## src/rtl/demo_part_sequencer.sv

```systemverilog
// Frame-level timeline for the VGA demo: frame counter, part index and per-part
// fade envelope (fade-in, run, fade-out), all advanced once per vsync rising edge.
module demo_part_sequencer #(
  parameter int unsigned NUM_PARTS = 6,
  parameter int unsigned PART_LEN  = 128,
  parameter int unsigned FADE_STEP = 4
) (
  input  logic        i_clk,
  input  logic        i_rst_n,
  input  logic        i_vsync,
  input  logic        i_pause,
  input  logic        i_skip,
  output logic [11:0] o_frame_counter,
  output logic [2:0]  o_part,
  output logic [7:0]  o_part_frame,
  output logic [1:0]  o_fade,
  output logic        o_part_start,
  output logic        o_loop_done
);

  localparam int unsigned CW        = (FADE_STEP > 1) ? $clog2(FADE_STEP) : 1;
  localparam int unsigned RUN_LAST  = PART_LEN - 3*FADE_STEP - 1;
  localparam int unsigned OUT_FRAME = PART_LEN - 3*FADE_STEP;

  typedef enum logic [1:0] {S_FADE_IN, S_RUN, S_FADE_OUT} state_t;

  state_t          r_state;
  logic [CW-1:0]   r_fade_cnt;
  logic            r_skip_pend;
  logic            r_vsync_q;
  logic            r_skip_q;
  logic [11:0]     r_frame_counter;
  logic [2:0]      r_part;
  logic [7:0]      r_part_frame;
  logic [1:0]      r_fade;
  logic            r_part_start;
  logic            r_loop_done;

  logic w_tick;
  logic w_skip_edge;
  logic w_step;
  logic w_last_part;

  always_comb begin
    w_tick      = i_vsync & ~r_vsync_q;
    w_skip_edge = i_skip & ~r_skip_q;
    w_step      = (r_fade_cnt == CW'(FADE_STEP - 1));
    w_last_part = (r_part == 3'(NUM_PARTS - 1));
  end

  always_ff @(posedge i_clk) begin
    if (!i_rst_n) begin
      r_state         <= S_FADE_IN;
      r_fade_cnt      <= '0;
      r_skip_pend     <= 1'b0;
      r_vsync_q       <= 1'b0;
      r_skip_q        <= 1'b0;
      r_frame_counter <= '0;
      r_part          <= '0;
      r_part_frame    <= '0;
      r_fade          <= '0;
      r_part_start    <= 1'b0;
      r_loop_done     <= 1'b0;
    end else begin
      r_vsync_q    <= i_vsync;
      r_skip_q     <= i_skip;
      r_part_start <= 1'b0;
      r_loop_done  <= 1'b0;
      // Skip requests only matter before fade-out; a paused tick leaves them pending.
      if (r_state == S_FADE_OUT)
        r_skip_pend <= 1'b0;
      else if (w_skip_edge)
        r_skip_pend <= 1'b1;

      if (w_tick && !i_pause) begin
        r_frame_counter <= r_frame_counter + 12'd1;
        case (r_state)
          S_FADE_IN, S_RUN: begin
            if (r_skip_pend || (r_state == S_RUN && r_part_frame == 8'(RUN_LAST))) begin
              r_state      <= S_FADE_OUT;
              r_part_frame <= 8'(OUT_FRAME);
              r_fade_cnt   <= '0;
              r_skip_pend  <= 1'b0;
            end else begin
              r_part_frame <= r_part_frame + 8'd1;
              if (r_state == S_FADE_IN) begin
                if (w_step) begin
                  r_fade_cnt <= '0;
                  r_fade     <= r_fade + 2'd1;
                  if (r_fade == 2'd2) r_state <= S_RUN;
                end else begin
                  r_fade_cnt <= r_fade_cnt + CW'(1);
                end
              end
            end
          end
          S_FADE_OUT: begin
            // Part ends on the tick that reaches black, or at once if entered at black.
            if (r_fade == 2'd0 || (w_step && r_fade == 2'd1)) begin
              r_part       <= w_last_part ? 3'd0 : r_part + 3'd1;
              r_part_frame <= '0;
              r_fade_cnt   <= '0;
              r_fade       <= '0;
              r_state      <= S_FADE_IN;
              r_part_start <= 1'b1;
              r_loop_done  <= w_last_part;
            end else begin
              r_part_frame <= r_part_frame + 8'd1;
              if (w_step) begin
                r_fade_cnt <= '0;
                r_fade     <= r_fade - 2'd1;
              end else begin
                r_fade_cnt <= r_fade_cnt + CW'(1);
              end
            end
          end
          default: r_state <= S_FADE_IN;
        endcase
      end
    end
  end

  assign o_frame_counter = r_frame_counter;
  assign o_part          = r_part;
  assign o_part_frame    = r_part_frame;
  assign o_fade          = r_fade;
  assign o_part_start    = r_part_start;
  assign o_loop_done     = r_loop_done;

endmodule
```

## config.mk

```make
export PLATFORM = sky130hd
export DESIGN_NAME = demo_part_sequencer
export DESIGN_NICKNAME = d
export VERILOG_FILES = /design/src/rtl/demo_part_sequencer.sv
export SDC_FILE = /design/constraint.sdc
export NUM_CORES = 1
export LEC_CHECK = 0
export CORE_ASPECT_RATIO = 0.8
export CORE_MARGIN = 1
export CORE_UTILIZATION = 36
export CTS_BUF_LIST = sky130_fd_sc_hd__clkbuf_4
export DETAILED_ROUTE_END_ITERATION = 10
export SYNTH_ARGS = -nofsm -noshare
export SYNTH_HDL_FRONTEND = slang
export SYNTH_SLANG_ARGS = --single-unit
```

## constraint.sdc

```tcl
create_clock -name i_clk -period 2.07 [get_ports i_clk]
set_input_delay 0.5175 -clock i_clk [delete_from_list [all_inputs] [get_ports i_clk]]
set_output_delay 0.5175 -clock i_clk [all_outputs]
set_load 0.005 [all_outputs]
```

# Word-level counts from Yosys, hierarchy flattened
# Index checks and enable logic that the tools add are counted.
# totals
register_bits	34
output_inout_bits	27
inputBits	5
# op_classes
muxes	27
n_reduce_logical	17
n_eq_ne	15
add_sub_neg	6
bitwise_logic	4
# ops
operator	n
2-bit 2-to-1 mux	14
8-bit 2-to-1 mux	2
8-bit case mux with 2 select lines	1
12-bit by 1-bit adder with 12-bit output, second input constant	1
2-bit case mux with 2 select lines	3
3-bit inequality test, second input constant	3
3-bit AND reduction	3
8-bit by 1-bit adder with 8-bit output, second input constant	1
8-bit by 7-bit equality test with 1-bit output, second input constant	1
2-bit equality test, second input constant	3
1-bit 2-to-1 mux	6
2-bit inequality test, second input constant	3
6-bit AND reduction	1
5-bit AND reduction	1
2-bit by 1-bit adder with 2-bit output, second input constant	2
2-bit by 1-bit equality test with 1-bit output, second input constant	2
2-bit zero test	2
4-bit AND reduction	1
3-bit by 1-bit adder with 3-bit output, second input constant	1
3-bit equality test, second input constant	1
1-bit logical AND	3
3-bit 2-to-1 mux	1
3-bit by 2-bit inequality test with 1-bit output, second input constant	1
1-bit AND	2
other kinds (8)	10

# Logic depth before layout (Yosys ltp)
# logic_depth
word_depth	7
ltp_mapped	6
mapped_depth_nobuf	6

# Least setup slack after synthesis
# Ideal clock, no wire load.
# synth_timing
path_kind	input to register
startpoint	input i_pause
endpoint	register r_part_frame[2] (netlist: o_part_frame[2])
t_required_ns	1.953
slack_ns	0.397
t_arrival_ns	1.555
n_path_buf	0
setup_time_ns	0.117
cell_stages	4
path_cell_list	or3b_2 a21oi_4 o21ai_0 a32o_1
# synth_via
elab_chain_cells	3
# synth_lines
element	line	source
start, declared	11	input logic i_pause,
1-bit zero test	75	if (w_tick && !i_pause) begin
1-bit logical AND	75	
2-bit AND reduction (no line)	-	
end signal, assigned	81	r_part_frame <= 8'(OUT_FRAME);
end signal, assigned	85	r_part_frame <= r_part_frame + 8'd1;
end signal, assigned	108	r_part_frame <= r_part_frame + 8'd1;
end, declared	34	logic [7:0] r_part_frame;
# No other way between the ends.
# A chain may end at the register's enable or synchronous reset.

# Worst setup path after layout
# layout_timing
startpoint	register r_part_frame[3] (netlist: o_part_frame[3])
endpoint	output o_part_frame[3]
# layout_rtl
element	line	source
end, declared	15	output logic [7:0] o_part_frame,
# No word-level cell between the ends.

==> flow_metrics.env <==
export IMPL_run_status="finished clean"
export IMPL_placement_cell_area_mm2=0.00221
export IMPL_crit_path_start="o_part_frame[3]$_SDFFE_PN0P_"
export IMPL_max_clock_path_buffers=2
export IMPL_hold_fix_buffers_at_cts=0
export IMPL_post_route_cell_area_mm2=0.00227
export IMPL_number_of_vias_in_the_routed_layout=1631
export IMPL_dp_hpwl_um=3030
export IMPL_gr_total_overflow=0
export IMPL_timing_hold_violations_final=0
export IMPL_grt_pass1_vias=1484
export IMPL_synth_distinct_cells=50
export IMPL_worst_setup_hold_path_clk_slew_ns=0.11
export IMPL_chipHeight_um=64.4
export IMPL_cp_data_required_time_ns=1.55
export IMPL_clk_insertion_delay_late_ns=0.33
export IMPL_crit_type="reg -> out"
export IMPL_timing_worst_slew_pin_value_ns=0.619
export IMPL_post_synth_top_count_cell="sky130_fd_sc_hd__dfxtp_1"
export IMPL_start_util=0.379
export IMPL_drt_wirelength_per_cell_um=13.6
export IMPL_drive_above_1_share=0.118
export IMPL_max_vdd_ir_drop_uv=281
export IMPL_fp_dieW_um=80.0
export IMPL_layout_min_cycle_time_ns=1.93
export IMPL_routed_via_density=5.35
export IMPL_worst_path_buffer_plus_inverter_count=1
export IMPL_critPathMaxFanout=9
export IMPL_cts_buffers=5
export IMPL_report_final_slew_viol_count=0
export IMPL_place_gp_congestion=0.799
export IMPL_crit_chain="clkdlybuf4s50_1"
export IMPL_post_cts_setup_buffer_count=0
export IMPL_worst_path_max_delay_cell="sky130_fd_sc_hd__clkdlybuf4s50_1"
export IMPL_rr_startpoint="r_state[1]$_SDFFE_PN0P_"
export IMPL_drt_pass1_iterations=4
export IMPL_synth_area_top_cells="sky130_fd_sc_hd__dfxtp_1 39%, sky130_fd_sc_hd__ha_1 5.0%, sky130_fd_sc_hd__nand2_1 4.1%"
export IMPL_setup_tns_final_ns=0
export IMPL_yosysSeqAreaShare=0.389
export IMPL_place_worst_setup_slack_ns=-0.211
export IMPL_critical_path_endpoint_type="primary output"
export IMPL_layout_area_overhead_vs_synth_pct=29.4
export IMPL_clock_fmax_ghz=0.517
export IMPL_clock_root_buffer_master="sky130_fd_sc_hd__clkbuf_4"
export IMPL_post_synth_cell_area_avg_um2=8.80
export IMPL_cts_max_level=2
export IMPL_synth_fp_nets=211
export IMPL_cts_sink_count=34
export IMPL_fp_dieArea_mm2=0.00515
export IMPL_grt_util_all_layers=0.179
export IMPL_dr_first_iter_drc_count=68
export IMPL_leakage_uw=0.000809
export IMPL_timing_reg2reg_worst_path_depth=4
export IMPL_synthDominantCellAreaShare=0.389
export IMPL_design_core_area_mm2=0.00462
export IMPL_dp_cells=297
export IMPL_design_final_nets=256
export IMPL_syn_area_mm2=0.00175
export IMPL_postRouteWirelength_um=4150
export IMPL_postSynth_asyncResetShare=0
export IMPL_fin_worst_skew_ns=0.00504
export IMPL_worstReg2RegEnd="o_part_frame[2]$_SDFFE_PN0P_"
export IMPL_synth_common_cells="34 x sky130_fd_sc_hd__dfxtp_1, 19 x sky130_fd_sc_hd__nand2_1, 17 x sky130_fd_sc_hd__nor2_1"
export IMPL_worst_setup_path_endpoint="o_part_frame[3]"
export IMPL_finalSetupViolCount=0
export IMPL_cp_arrival_ns=1.42
export IMPL_min_period_over_period=0.935
export IMPL_cts_tree="built"
export IMPL_synth_ff_latch_count=34
export IMPL_timing_slew_headroom=0.587
export IMPL_critical_path_depth=1
export IMPL_pin_count_of_the_biggest_net_entering_global_routing=21
export IMPL_buffer_ports_inserted=31
export IMPL_utilization=0.490
export IMPL_setup_repair_after_global_routing_missed_its_margin="false"
export IMPL_cpLargestDelayFamily="buffers and inverters"
export IMPL_cts_resized=0
export IMPL_layout_setup_ws_ns=0.135
export IMPL_layout_cells_non_filler=305
export IMPL_critical_path_startpoint_type="flip-flop"
export IMPL_first_pass_grt_wire_length_um=7160
export IMPL_synth_ff_type="sky130_fd_sc_hd__dfxtp_1"
export IMPL_ant_nets=0
export IMPL_most_area_hungry_cell_type_in_the_yosys_netlist="sky130_fd_sc_hd__dfxtp_1"
export IMPL_placementRows=22
export IMPL_power_density_cell_area_mw_per_mm2=522
export IMPL_antenna_diode_count=0
export IMPL_ys_warn_count=0
export IMPL_max_cap_viol_count=0
export IMPL_boundaryPins=32
export IMPL_syn_inst=199
export IMPL_min_delay_path_class="reg -> reg"
export IMPL_post_route_drc_count=0
export IMPL_antenna_found_initial=0
export IMPL_edff_count_synth=0
export IMPL_regToRegSetupSlack_ns=0.26
export IMPL_worst_path_largest_cell_delay_ns=0.57
-- how the worst min path moves through the flow --
stage                                from                          to  depth (start not counted)
2_1_floorplan  r_fade_cnt[1]$_SDFFE_PN0P_  r_fade_cnt[1]$_SDFFE_PN0P_                          2
3_3_place_gp   r_fade_cnt[1]$_SDFFE_PN0P_  r_fade_cnt[1]$_SDFFE_PN0P_                          2
3_5_place_dp   r_fade_cnt[1]$_SDFFE_PN0P_  r_fade_cnt[1]$_SDFFE_PN0P_                          2
4_1_cts        r_fade_cnt[1]$_SDFFE_PN0P_  r_fade_cnt[1]$_SDFFE_PN0P_                          2
5_1_grt        r_fade_cnt[1]$_SDFFE_PN0P_  r_fade_cnt[1]$_SDFFE_PN0P_                          2
6_report       r_fade_cnt[1]$_SDFFE_PN0P_  r_fade_cnt[1]$_SDFFE_PN0P_                          2
-- worst reg2reg max path, cell delays in order, from the launching register on --
cell and delay, ns:
sky130_fd_sc_hd__dfxtp_1 0.63, sky130_fd_sc_hd__nand2b_1 0.32, sky130_fd_sc_hd__nor2_1 0.39, sky130_fd_sc_hd__o21ai_0 0.13
sky130_fd_sc_hd__a32o_1 0.26
-- cell type report --
type / count / area [um2]
flip-flops and latches: 34 / 681
clock buffers: 5 / 37.5
fillers: 458 / 2360
well taps: 60 / 75.1
repair buffers: 45 / 415
clock inverters: 3 / 16.3
multi-input cells: 152 / 1020
inverters: 6 / 22.5
-- stage by stage --
stage	total power (uW)	hold WS (ns)
floorplan	773	0.442
global placement	833	0.456
detailed placement	834	0.464
CTS	1200	0.481
global route	1250	0.516
finish	1180	0.478
-- layer usage --
layer,part of all wire,up-vias,global-route usage
met3,0.041,2,0.0386
met2,0.41,36,0.247
met4,0.0024,0,0.0446
met5,0,-,0
li1,-,833,-
met1,0.55,760,0.276
-- layout by cell type (no fill, tap or decap), types with 2 or more instances in the layout --
cell type | Yosys | routed
sky130_fd_sc_hd__dfxtp_1 | 34 | 34
sky130_fd_sc_hd__clkdlybuf4s50_1 | 0 | 31
sky130_fd_sc_hd__nand2_1 | 19 | 19
sky130_fd_sc_hd__nor2_1 | 17 | 17
sky130_fd_sc_hd__buf_4 | 0 | 14
sky130_fd_sc_hd__a21oi_1 | 12 | 12
sky130_fd_sc_hd__o211ai_1 | 7 | 7
sky130_fd_sc_hd__nand3_1 | 7 | 7
sky130_fd_sc_hd__o21ai_0 | 7 | 7
sky130_fd_sc_hd__ha_1 | 7 | 7
sky130_fd_sc_hd__inv_1 | 6 | 6
sky130_fd_sc_hd__xor2_1 | 6 | 6
sky130_fd_sc_hd__nand4_1 | 5 | 5
sky130_fd_sc_hd__and3_1 | 5 | 5
sky130_fd_sc_hd__clkbuf_4 | 0 | 5
sky130_fd_sc_hd__xnor2_1 | 4 | 4
sky130_fd_sc_hd__or3_1 | 4 | 4
sky130_fd_sc_hd__nor3_1 | 4 | 4
sky130_fd_sc_hd__nor2b_1 | 3 | 3
sky130_fd_sc_hd__nand2b_1 | 3 | 3
sky130_fd_sc_hd__mux2i_1 | 3 | 3
sky130_fd_sc_hd__and2_1 | 3 | 3
sky130_fd_sc_hd__or4_1 | 3 | 3
sky130_fd_sc_hd__a21o_1 | 2 | 2
sky130_fd_sc_hd__nor3b_1 | 2 | 2
sky130_fd_sc_hd__o22ai_1 | 2 | 2
sky130_fd_sc_hd__a31oi_1 | 2 | 2
sky130_fd_sc_hd__o221a_2 | 2 | 2
sky130_fd_sc_hd__o221ai_1 | 2 | 2
-- state kept, by name, summed over array words and instances (netlist names) --
| name | flops |
|---|---|
| o_frame_counter | 12 |
| o_part_start | 1 |
| r_skip_pend | 1 |
| o_part | 3 |
| o_loop_done | 1 |
| o_part_frame | 8 |
| r_vsync_q | 1 |
| o_fade | 2 |
| r_skip_q | 1 |
| r_state | 2 |
| r_fade_cnt | 2 |
-- logic make-up (layout without fill, tap and decap cells) --
kind of cell | count (synthesis) | in the layout | share of synthesized area
buffers and inverters | 13 | 59 | 0.0293
muxes | 3 | 3 | 0.0172
and+or+nand+nor | 84 | 84 | 0.262
DFF | 34 | 34 | 0.389
adders and majority gates | 7 | 7 | 0.0500
AOI/OAI and AO/OA | 48 | 48 | 0.202
xor gates and xnor gates | 10 | 10 | 0.0500
-- power breakdown --
group	switching (uW)	internal, uW	leakage [uW]
Clock	238	126	0.0000286
Sequential	19.5	669	0.000275
Combinational	65.6	65.5	0.000505
Total	323	861	0.000809
Note: power is estimated with default switching activity, not from simulation.
